[src/rtl/fifo_wr_ctrl_if.sv]
// Write-side bundle of the async FIFO: producer handshake, synchronized read
// pointer in, RAM write port and status flags out.
interface fifo_wr_ctrl_if #(
  parameter int FIFO_ADDR_WIDTH = 8
);
  logic                       wr_en;
  logic [FIFO_ADDR_WIDTH:0]   wrq2_rdptr;
  logic                       ovf_clr;
  logic [FIFO_ADDR_WIDTH-1:0] wraddr;
  logic                       wr_mem_en;
  logic [FIFO_ADDR_WIDTH:0]   wrptr;
  logic                       wrfull;
  logic                       wr_almost_full;
  logic [FIFO_ADDR_WIDTH:0]   wr_level;
  logic                       wr_overflow;

  modport master (
    output wr_en, wrq2_rdptr, ovf_clr,
    input  wraddr, wr_mem_en, wrptr, wrfull, wr_almost_full, wr_level, wr_overflow
  );

  modport slave (
    input  wr_en, wrq2_rdptr, ovf_clr,
    output wraddr, wr_mem_en, wrptr, wrfull, wr_almost_full, wr_level, wr_overflow
  );
endinterface

[src/rtl/fifo_wr_ctrl.sv]
// Async FIFO write-side controller: binary/Gray write pointers, RAM write
// port, and registered full / almost-full / level / sticky overflow flags.
module fifo_wr_ctrl #(
  parameter int FIFO_ADDR_WIDTH = 8,
  parameter int AFULL_THRESH    = 2**FIFO_ADDR_WIDTH - 4
) (
  input logic          wrclk,
  input logic          reset_n,
  fifo_wr_ctrl_if.slave bus
);
  localparam int A = FIFO_ADDR_WIDTH;
  localparam logic [A:0] AFULL_LVL = AFULL_THRESH[A:0];

  logic [A:0] wrbin;
  logic [A:0] wrbin_next;
  logic [A:0] wrgray_next;
  logic [A:0] rdbin;
  logic [A:0] level_next;
  logic [A:0] wrptr_q;
  logic [A:0] level_q;
  logic       full_q;
  logic       afull_q;
  logic       ovf_q;
  logic       accept;
  logic       full_next;

  assign accept      = bus.wr_en & ~full_q;
  assign wrbin_next  = wrbin + {{A{1'b0}}, accept};
  assign wrgray_next = (wrbin_next >> 1) ^ wrbin_next;

  // Each binary bit is the XOR of all Gray bits at or above it, so a
  // multi-position jump of the read pointer decodes just as well as a step.
  always_comb begin
    rdbin = '0;
    for (int i = 0; i <= A; i++) begin
      rdbin[i] = ^(bus.wrq2_rdptr >> i);
    end
  end

  assign level_next = wrbin_next - rdbin;
  assign full_next  = (wrgray_next == {~bus.wrq2_rdptr[A:A-1], bus.wrq2_rdptr[A-2:0]});

  always_ff @(posedge wrclk or negedge reset_n) begin
    if (!reset_n) begin
      wrbin   <= '0;
      wrptr_q <= '0;
      full_q  <= 1'b0;
      afull_q <= 1'b0;
      level_q <= '0;
    end else begin
      wrbin   <= wrbin_next;
      wrptr_q <= wrgray_next;
      full_q  <= full_next;
      afull_q <= (level_next >= AFULL_LVL);
      level_q <= level_next;
    end
  end

  // A dropped write in the same cycle as a clear still leaves the flag set.
  always_ff @(posedge wrclk or negedge reset_n) begin
    if (!reset_n) begin
      ovf_q <= 1'b0;
    end else if (bus.wr_en & full_q) begin
      ovf_q <= 1'b1;
    end else if (bus.ovf_clr) begin
      ovf_q <= 1'b0;
    end
  end

  assign bus.wraddr         = wrbin[A-1:0];
  assign bus.wr_mem_en      = accept;
  assign bus.wrptr          = wrptr_q;
  assign bus.wrfull         = full_q;
  assign bus.wr_almost_full = afull_q;
  assign bus.wr_level       = level_q;
  assign bus.wr_overflow    = ovf_q;
endmodule

[src/flat_wrapper.sv]
// flat-port wrapper written by rule: the top's interface ports become plain ports
module fifo_wr_ctrl_flat 
#(
  parameter int FIFO_ADDR_WIDTH = 8,
  parameter int AFULL_THRESH    = 2**FIFO_ADDR_WIDTH - 4
)
  (wrclk, reset_n, bus_wr_en, bus_wrq2_rdptr, bus_ovf_clr, bus_wraddr, bus_wr_mem_en, bus_wrptr, bus_wrfull, bus_wr_almost_full, bus_wr_level, bus_wr_overflow);
  fifo_wr_ctrl_if #(.FIFO_ADDR_WIDTH(FIFO_ADDR_WIDTH)) bus_i ();
  input logic wrclk;
  input logic reset_n;
  input wire logic [$bits(bus_i.wr_en)-1:0] bus_wr_en;
  input wire logic [$bits(bus_i.wrq2_rdptr)-1:0] bus_wrq2_rdptr;
  input wire logic [$bits(bus_i.ovf_clr)-1:0] bus_ovf_clr;
  output wire logic [$bits(bus_i.wraddr)-1:0] bus_wraddr;
  output wire logic [$bits(bus_i.wr_mem_en)-1:0] bus_wr_mem_en;
  output wire logic [$bits(bus_i.wrptr)-1:0] bus_wrptr;
  output wire logic [$bits(bus_i.wrfull)-1:0] bus_wrfull;
  output wire logic [$bits(bus_i.wr_almost_full)-1:0] bus_wr_almost_full;
  output wire logic [$bits(bus_i.wr_level)-1:0] bus_wr_level;
  output wire logic [$bits(bus_i.wr_overflow)-1:0] bus_wr_overflow;
  assign bus_i.wr_en = bus_wr_en;
  assign bus_i.wrq2_rdptr = bus_wrq2_rdptr;
  assign bus_i.ovf_clr = bus_ovf_clr;
  assign bus_wraddr = bus_i.wraddr;
  assign bus_wr_mem_en = bus_i.wr_mem_en;
  assign bus_wrptr = bus_i.wrptr;
  assign bus_wrfull = bus_i.wrfull;
  assign bus_wr_almost_full = bus_i.wr_almost_full;
  assign bus_wr_level = bus_i.wr_level;
  assign bus_wr_overflow = bus_i.wr_overflow;
  fifo_wr_ctrl #(.FIFO_ADDR_WIDTH(FIFO_ADDR_WIDTH), .AFULL_THRESH(AFULL_THRESH)) u_core (.wrclk(wrclk), .reset_n(reset_n), .bus(bus_i));
endmodule
[config.mk]
export PLATFORM = sky130hd
export DESIGN_NAME = fifo_wr_ctrl_flat
export DESIGN_NICKNAME = d
export VERILOG_FILES = /design/src/rtl/fifo_wr_ctrl_if.sv /design/src/rtl/fifo_wr_ctrl.sv /design/src/flat_wrapper.sv
export SDC_FILE = /design/constraint.sdc
export NUM_CORES = 1
export LEC_CHECK = 0
export ABC_CLOCK_PERIOD_IN_PS = 6930
export CAP_MARGIN = 5
export CORE_AREA = 10 10 68 70
export CTS_BUF_LIST = sky130_fd_sc_hd__clkbuf_8
export DETAILED_ROUTE_END_ITERATION = 10
export DIE_AREA = 0 0 78 80
export HOLD_SLACK_MARGIN = 0.02
export PLACE_DENSITY = 0.85
export SKIP_CTS_REPAIR_TIMING = 1
export SKIP_LAST_GASP = 1
export SLEW_MARGIN = 20
export SYNTH_ARGS = -nofsm -noshare
export SYNTH_HDL_FRONTEND = slang
export SYNTH_SLANG_ARGS = --single-unit
[constraint.sdc]
create_clock -name wrclk -period 6.93 [get_ports wrclk]
set_input_delay 1.386 -clock wrclk [delete_from_list [all_inputs] [get_ports wrclk]]
set_output_delay 1.386 -clock wrclk [all_outputs]
set_load 0.02 [all_outputs]
==> results of run 1 <==
==> metal layers <==
metal	vias to the layer above	global-route usage, %	share of wire [%]
met5	-	0	0
met3	9	4.73	5.6
met4	0	6.81	2.5
met2	35	24.3	51
li1	616	-	-
met1	613	14.0	41
==> final timing paths <==
kind | endpoint | start | cells past startpoint | slack (ns)
max | u_core.bus.wr_almost_full | bus_wrq2_rdptr[7] | 15 | 1.66
min | u_core.bus.wr_overflow | u_core.bus.wrfull | 2 | 0.51
max reg2reg | u_core.bus.wr_almost_full | u_core.bus.wrfull | 11 | 3.15
min reg2reg | u_core.bus.wr_overflow | u_core.bus.wrfull | 2 | 0.51
max in group asynchronous | u_core.wrbin[8] | reset_n | 2 | 5.17
min in group asynchronous | u_core.bus.wr_overflow | reset_n | 2 | 1.48
==> worst reg2reg max path: stages, from the launching register on <==
cell and delay [ns]:
sky130_fd_sc_hd__dfrtp_1 0.39, sky130_fd_sc_hd__nor2b_1 0.22, sky130_fd_sc_hd__ha_1 0.19, sky130_fd_sc_hd__ha_1 0.24
sky130_fd_sc_hd__xor2_1 0.88, sky130_fd_sc_hd__xnor2_1 0.18, sky130_fd_sc_hd__mux2i_1 0.17, sky130_fd_sc_hd__a221oi_2 0.40
sky130_fd_sc_hd__o21ai_2 0.13, sky130_fd_sc_hd__or4_1 0.47, sky130_fd_sc_hd__and3_4 0.19, sky130_fd_sc_hd__a41o_1 0.19
==> sequential cells by signal (all words and copies together) (netlist names) <==
signal and count:
u_core.bus.wr_overflow 1, u_core.bus.wr_level 9, u_core.bus.wr_almost_full 1, u_core.bus.wrfull 1, u_core.bus.wrptr 8, u_core.wrbin 9
==> Yosys cell counts, drive strengths merged <==
cell type   n
dfrtp      29
xnor2      26
xor2       17
inv        14
ha         11
nor2        8
nand3       7
a21oi       5
nand2       5
o21ai       5
and3        3
nand4       3
a21o        2
mux2i       2
nor2b       2
or3         2
or4         2
a2111oi     1
a21boi      1
a221oi      1
a22oi       1
a31oi       1
a41o        1
clkbuf      1
fa          1
nand2b      1
o211ai      1
xnor3       1
xor3        1
==> where the power goes <==
group	internal (W)	switching [W]	leakage, nW
Combinational	0.000332	0.000416	0.631
Clock	0.0000678	0.0000611	0.0491
Sequential	0.000247	0.0000363	0.359
==> logic make-up (layout without fill, tap and decap cells) <==
group	Yosys count	after routing	synth area share, %
xor+xnor	45	45	26.0
simple gates	33	33	10.1
flops	29	29	42.5
compound gates	19	19	7.69
buf+inv	15	65	3.30
fa+ha+maj	12	12	9.23
mux	2	2	1.17
==> cell type report <==
| cell class | instances | area (um^2) | share of cell area [%] |
|---|---|---|---|
| inverter | 14 | 52.6 | 2.31 |
| timing repair buffer | 43 | 428 | 18.8 |
| clock buffer | 5 | 68.8 | 3.03 |
| sequential | 29 | 726 | 31.9 |
| multi-input combinational | 111 | 926 | 40.7 |
| clock inverter | 3 | 13.8 | 0.606 |
| tap | 46 | 57.6 | 2.53 |
==> through the flow <==
step | hold WS (ns) | cell area [um^2]
after floorplan | 0.601 | 1710
after global placement | 0.494 | 2190
after detailed placement | 0.508 | 2190
after CTS | 0.519 | 2270
after global routing | 0.539 | 2270
final | 0.514 | 2270
==> reports/qor.json, run 1 <==
{
  "ant_nets": {"value": 0},
  "placementRows": {"value": 21},
  "detailedPlacementHpwl": {"value": 3190, "unit": "um"},
  "count_of_maximum_capacitance_violations": {"value": 0},
  "coreArea": {"value": 0.00328, "unit": "mm^2"},
  "cp.buffers_inverters": {"value": 3},
  "clk_latency": {"value": 0.28, "unit": "ns"},
  "dp_cells": {"value": 243},
  "routabilityCongestion": {"value": 0.821},
  "synth_area_per_cell": {"value": 11.0, "unit": "um^2"},
  "synthTopCellsByArea": {"value": "sky130_fd_sc_hd__dfrtp_1 42%, sky130_fd_sc_hd__xnor2_1 13%, sky130_fd_sc_hd__xor2_1 8.7%"},
  "critPathRequiredTime": {"value": 7.10, "unit": "ns"},
  "fin_total_pwr": {"value": 0.00116, "unit": "W"},
  "tns": {"value": 0, "unit": "ns"},
  "yosysSeqAreaShare": {"value": 42.5, "unit": "%"},
  "drc": {"value": 0},
  "synthesis.area": {"value": 0.00171, "unit": "mm^2"},
  "layout_setup_ws": {"value": 1.66, "unit": "ns"},
  "power.ir.vdd_worst": {"value": 0.000238, "unit": "V"},
  "path_cells": {"value": "clkdlybuf4s50_1 -> xor3_2 -> inv_1 -> xnor2_4 -> xnor2_1 -> xor2_1 -> xnor2_1 -> ha_1 -> fa_1 -> inv_1 -> a221oi_2 -> o21ai_2 -> or4_1 -> and3_4 -> a41o_1"},
  "rsz_0062_raised_after_global_routing": {"value": "no"},
  "grt-ovfl-total": {"value": 0},
  "initial_core_utilization": {"value": 52.0, "unit": "%"},
  "timing.critical_path.from_type": {"value": "input pin"},
  "crit_fanout": {"value": 6},
  "setup_viol": {"value": 0},
  "status": {"value": "finished clean"},
  "h_tree_depth": {"value": 2},
  "wirelength_per_cell": {"value": 15.8, "unit": "um"},
  "post-synth-top-area-fraction": {"value": 42.5, "unit": "%"},
  "leading_area_contributor_after_synthesis": {"value": "sky130_fd_sc_hd__dfrtp_1"},
  "cts.sink_count": {"value": 29},
  "antenna_cells_inserted": {"value": 0},
  "crit_path_top_delay_cell": {"value": "sky130_fd_sc_hd__clkdlybuf4s50_1"},
  "worst_path_dominant_cell_family": {"value": "XOR/XNOR gates"},
  "drive_above_1_share": {"value": 6.83, "unit": "%"},
  "layout.filler_cells": {"value": 237},
  "timing.critical_path.arrival": {"value": 5.44, "unit": "ns"},
  "width_of_the_chip": {"value": 78, "unit": "um"},
  "criticalPathCategory": {"value": "in -> reg"},
  "slew_headroom": {"value": 26.3, "unit": "%"},
  "end_kind": {"value": "register"},
  "cts_buffer_depth": {"value": 2},
  "grt_pass1_vias": {"value": 1431},
  "drt_iter0_markers": {"value": 114},
  "grt_start_max_net_pins": {"value": 30},
  "synth_nets": {"value": 180},
  "cellLeakagePower": {"value": 1.04, "unit": "nW"},
  "layout_common_cells": {"value": "42 x sky130_fd_sc_hd__clkdlybuf4s50_1, 29 x sky130_fd_sc_hd__dfrtp_1, 25 x sky130_fd_sc_hd__xnor2_1"},
  "portBuffers": {"value": 42},
  "layout-area-overhead-vs-synth": {"value": 33.0, "unit": "%"},
  "drt-vias-per-instance": {"value": 5.07},
  "worst_setup_hold_path_clk_slew": {"value": 0.06, "unit": "ns"},
  "timing.hold.worst.class": {"value": "reg -> reg"},
  "drt-total-wl": {"value": 3970, "unit": "um"},
  "tightest_slew": {"value": 1.10, "unit": "ns"},
  "ys_warn_count": {"value": 0},
  "hold_viol": {"value": 0},
  "crit_path_largest_cell_delay": {"value": 0.54, "unit": "ns"},
  "dr_total_vias": {"value": 1273},
  "finalClockSkew": {"value": 0.00597, "unit": "ns"},
  "globalRouteTotalUtil": {"value": 13.7, "unit": "%"},
  "nets": {"value": 229},
  "number_of_buffers_added_by_the_clock_tree_synthesis_step": {"value": 5},
  "clock_tree.root_cell": {"value": "sky130_fd_sc_hd__clkbuf_8"},
  "cts_tree": {"value": "yes"},
  "chipHeight": {"value": 80, "unit": "um"},
  "dp_slack": {"value": 1.39, "unit": "ns"},
  "synth_register_bits": {"value": 29},
  "post-route-min-period": {"value": 5.27, "unit": "ns"},
  "slew_violations": {"value": 0},
  "synth.distinct_cells": {"value": 32},
  "max_freq": {"value": 0.190, "unit": "GHz"},
  "power.density_cell_area": {"value": 510, "unit": "mW/mm^2"},
  "layout.cells.most_common": {"value": "sky130_fd_sc_hd__clkdlybuf4s50_1"},
  "finish.utilization": {"value": 69.2, "unit": "%"},
  "antenna_found_initial": {"value": 0},
  "post_layout_nonfiller_instances": {"value": 251},
  "floorplan.io_pins": {"value": 43},
  "die_area": {"value": 0.00624, "unit": "mm^2"},
  "detailedRoute.firstPassIterationCount": {"value": 4},
  "grt_pass1_wl": {"value": 6760, "unit": "um"},
  "post_synthesis_cell_count": {"value": 155},
  "min_period_over_period": {"value": 76.0, "unit": "%"}
}
Power figures use the tool's default switching activity.
==> run 2: changes to the inputs <==
- ABC_CLOCK_PERIOD_IN_PS: 6930 -> 5200
- CORE_AREA: 10 10 68 70 -> 10 10 69 71
- DIE_AREA: 0 0 78 80 -> 0 0 79 81
- PLACE_DENSITY: 0.85 -> 0.83
- clock period: 6.93 -> 5.2 ns (I/O delays scaled with it)
==> run 2 against run 1 <==
Via count up 1.3%. Routed wire length up 1.5%. Combinational power up 34%. Design area up 1.6%. First-iteration DRC count down 50%. Sequential share of layout area down 0.50 points. Hold slack better by 0.0071 ns. Sequential cell count unchanged. Highest routed layer unchanged.
==> reports/qor.json, run 2 (synthesis gave the netlist of run 1 again) <==
{
  "clk_latency": {"value": 0.28, "unit": "ns"},
  "detailedPlacementHpwl": {"value": 3060, "unit": "um"},
  "grt_pass1_vias": {"value": 1401},
  "layout.cells.most_common": {"value": "sky130_fd_sc_hd__clkdlybuf4s50_1"},
  "grt-ovfl-total": {"value": 0},
  "sequential_cell_area": {"value": 726, "unit": "um^2"},
  "count_of_maximum_capacitance_violations": {"value": 0},
  "drt_iter0_markers": {"value": 57},
  "crit_fanout": {"value": 6},
  "drc": {"value": 0},
  "slew_violations": {"value": 0},
  "grt_pass1_wl": {"value": 6820, "unit": "um"},
  "end_kind": {"value": "register"},
  "placementRows": {"value": 22},
  "m1WireLength": {"value": 1620, "unit": "um"},
  "drt-vias-per-instance": {"value": 5.07},
  "antenna_found_initial": {"value": 0},
  "initial_core_utilization": {"value": 48.5, "unit": "%"},
  "coreArea": {"value": 0.00352, "unit": "mm^2"},
  "cellLeakagePower": {"value": 1.05, "unit": "nW"},
  "status": {"value": "finished clean"},
  "worst_setup_path_endpoint": {"value": "u_core.bus.wr_almost_full"},
  "routabilityCongestion": {"value": 0.884},
  "dpl-instance-area": {"value": 0.00220, "unit": "mm^2"},
  "fin_area": {"value": 0.00231, "unit": "mm^2"},
  "timing.critical_path.arrival": {"value": 5.06, "unit": "ns"},
  "nets": {"value": 230},
  "routed-wl-met2": {"value": 2110, "unit": "um"},
  "rsz_0062_raised_after_global_routing": {"value": "no"},
  "globalRouteTotalUtil": {"value": 13.5, "unit": "%"},
  "antenna_cells_inserted": {"value": 0},
  "critPathRequiredTime": {"value": 5.37, "unit": "ns"},
  "worst_setup_hold_path_clk_slew": {"value": 0.06, "unit": "ns"},
  "cp.buffers_inverters": {"value": 3},
  "drt-total-wl": {"value": 4030, "unit": "um"},
  "slew_headroom": {"value": 49.6, "unit": "%"},
  "floorplan.io_pins": {"value": 43},
  "critical_path.reg2reg.startpoint": {"value": "u_core.bus.wrfull"},
  "crit_path_largest_cell_delay": {"value": 0.54, "unit": "ns"},
  "layout-area-overhead-vs-synth": {"value": 35.2, "unit": "%"},
  "crit_path_top_delay_cell": {"value": "sky130_fd_sc_hd__clkdlybuf4s50_1"},
  "number_of_buffers_added_by_the_clock_tree_synthesis_step": {"value": 5},
  "met3_length": {"value": 196, "unit": "um"},
  "endpoint_of_the_most_critical_register_to_register_path": {"value": "u_core.bus.wr_almost_full"},
  "layout_setup_ws": {"value": 0.317, "unit": "ns"},
  "width_of_the_chip": {"value": 79, "unit": "um"},
  "clock_tree.root_cell": {"value": "sky130_fd_sc_hd__clkbuf_8"},
  "worst_path_dominant_cell_family": {"value": "XOR/XNOR gates"},
  "min_period_over_period": {"value": 93.9, "unit": "%"},
  "reg2regPathDepth": {"value": 12},
  "power.density_cell_area": {"value": 687, "unit": "mW/mm^2"},
  "portBuffers": {"value": 42},
  "dr_total_vias": {"value": 1289},
  "finalClockSkew": {"value": 0.00554, "unit": "ns"},
  "layout_common_cells": {"value": "42 x sky130_fd_sc_hd__clkdlybuf4s50_1, 29 x sky130_fd_sc_hd__dfrtp_1, 24 x sky130_fd_sc_hd__xnor2_1"},
  "timing.critical_path.from_type": {"value": "input pin"},
  "timing.hold.worst.class": {"value": "reg -> reg"},
  "detailedRoute.firstPassIterationCount": {"value": 4},
  "wirelength_per_cell": {"value": 15.9, "unit": "um"},
  "critical-path-top-cell-by-count": {"value": "sky130_fd_sc_hd__inv_1"},
  "hold_viol": {"value": 0},
  "post-route-min-period": {"value": 4.88, "unit": "ns"},
  "dp_slack": {"value": -0.0480, "unit": "ns"},
  "criticalPathCategory": {"value": "in -> reg"},
  "chipHeight": {"value": 81, "unit": "um"},
  "ant_nets": {"value": 0},
  "grt_start_max_net_pins": {"value": 30},
  "cts_tree": {"value": "yes"},
  "cts_buffer_depth": {"value": 2},
  "path_cells": {"value": "clkdlybuf4s50_1 -> xor3_2 -> inv_1 -> xnor2_4 -> xnor2_2 -> xor2_1 -> xnor2_1 -> ha_1 -> fa_1 -> inv_1 -> a221oi_2 -> o21ai_2 -> or4_1 -> and3_4 -> a41o_1"},
  "crit_path_start": {"value": "bus_wrq2_rdptr[7]"},
  "dr.max_layer_used": {"value": "met4"},
  "max_freq": {"value": 0.205, "unit": "GHz"},
  "die_area": {"value": 0.00640, "unit": "mm^2"},
  "critical_path_cell_count": {"value": 15},
  "cts.sink_count": {"value": 29},
  "tightest_slew": {"value": 0.753, "unit": "ns"},
  "ff2ff_setup_slack": {"value": 1.67, "unit": "ns"},
  "layout.filler_cells": {"value": 279},
  "power.ir.vdd_worst": {"value": 0.000368, "unit": "V"},
  "h_tree_depth": {"value": 2},
  "setup_viol": {"value": 0},
  "multi_input_comb_area": {"value": 933, "unit": "um^2"},
  "drive_above_1_share": {"value": 8.25, "unit": "%"}
}
## run 2: cell types whose count changed in the layout (fill, tap and decap cells not counted), sizes merged
cell,change
buf,+1
clkbuf,+2
clkinv,-1
inv,-1
## run 2: how the worst min path moves through the flow
stage | startpoint | slack [ns] | cells past startpoint | to
6_report | u_core.bus.wr_overflow | 0.52 | 2 | u_core.bus.wr_overflow
5_1_grt | u_core.bus.wr_overflow | 0.57 | 2 | u_core.bus.wr_overflow
4_1_cts | u_core.bus.wr_overflow | 0.53 | 2 | u_core.bus.wr_overflow
3_5_place_dp | u_core.bus.wr_overflow | 0.51 | 2 | u_core.bus.wr_overflow
3_3_place_gp | u_core.bus.wrfull | 0.50 | 2 | u_core.bus.wr_overflow
2_1_floorplan | u_core.bus.wrfull | 0.60 | 2 | u_core.bus.wr_overflow
## run 2: metrics by stage
step                      power [W]  TNS [ns]  util, %  hold slack [ns]  instances
after floorplan             0.00103         0        -            0.601        155
after global placement      0.00135         0     62.4            0.500        246
after detailed placement    0.00137   -0.0480     62.4            0.515        246
after CTS                   0.00159         0     65.3            0.527        254
after global routing        0.00170         0     65.5            0.572        254
final                       0.00158         0     65.5            0.521        254
## run 2: per-layer routing
| metal | vias up | global-route usage, % |
|---|---|---|
| met3 | 7 | 3.86 |
| met1 | 632 | 13.8 |
| met5 | - | 0 |
| met2 | 34 | 24.4 |
| li1 | 616 | - |
| met4 | 0 | 7.35 |
## run 2: layout make-up
type / count / area share (%)
multi-input combinational: 111 / 40.4
sequential: 29 / 31.4
timing repair buffer: 44 / 18.9
clock buffer: 7 / 4.17
tap: 48 / 2.60
inverter: 14 / 2.28
clock inverter: 1 / 0.217
## run 2: worst min-delay path, cell delays in order (launching register included)
cell and delay (ns):
sky130_fd_sc_hd__dfrtp_1 0.37, sky130_fd_sc_hd__inv_1 0.05, sky130_fd_sc_hd__o21ai_0 0.06
## run 2: where the power goes
part	total, W	internal (W)	switching [W]
logic	0.00100	0.000449	0.000551
registers	0.000381	0.000329	0.0000517
clock network	0.000204	0.000119	0.0000848
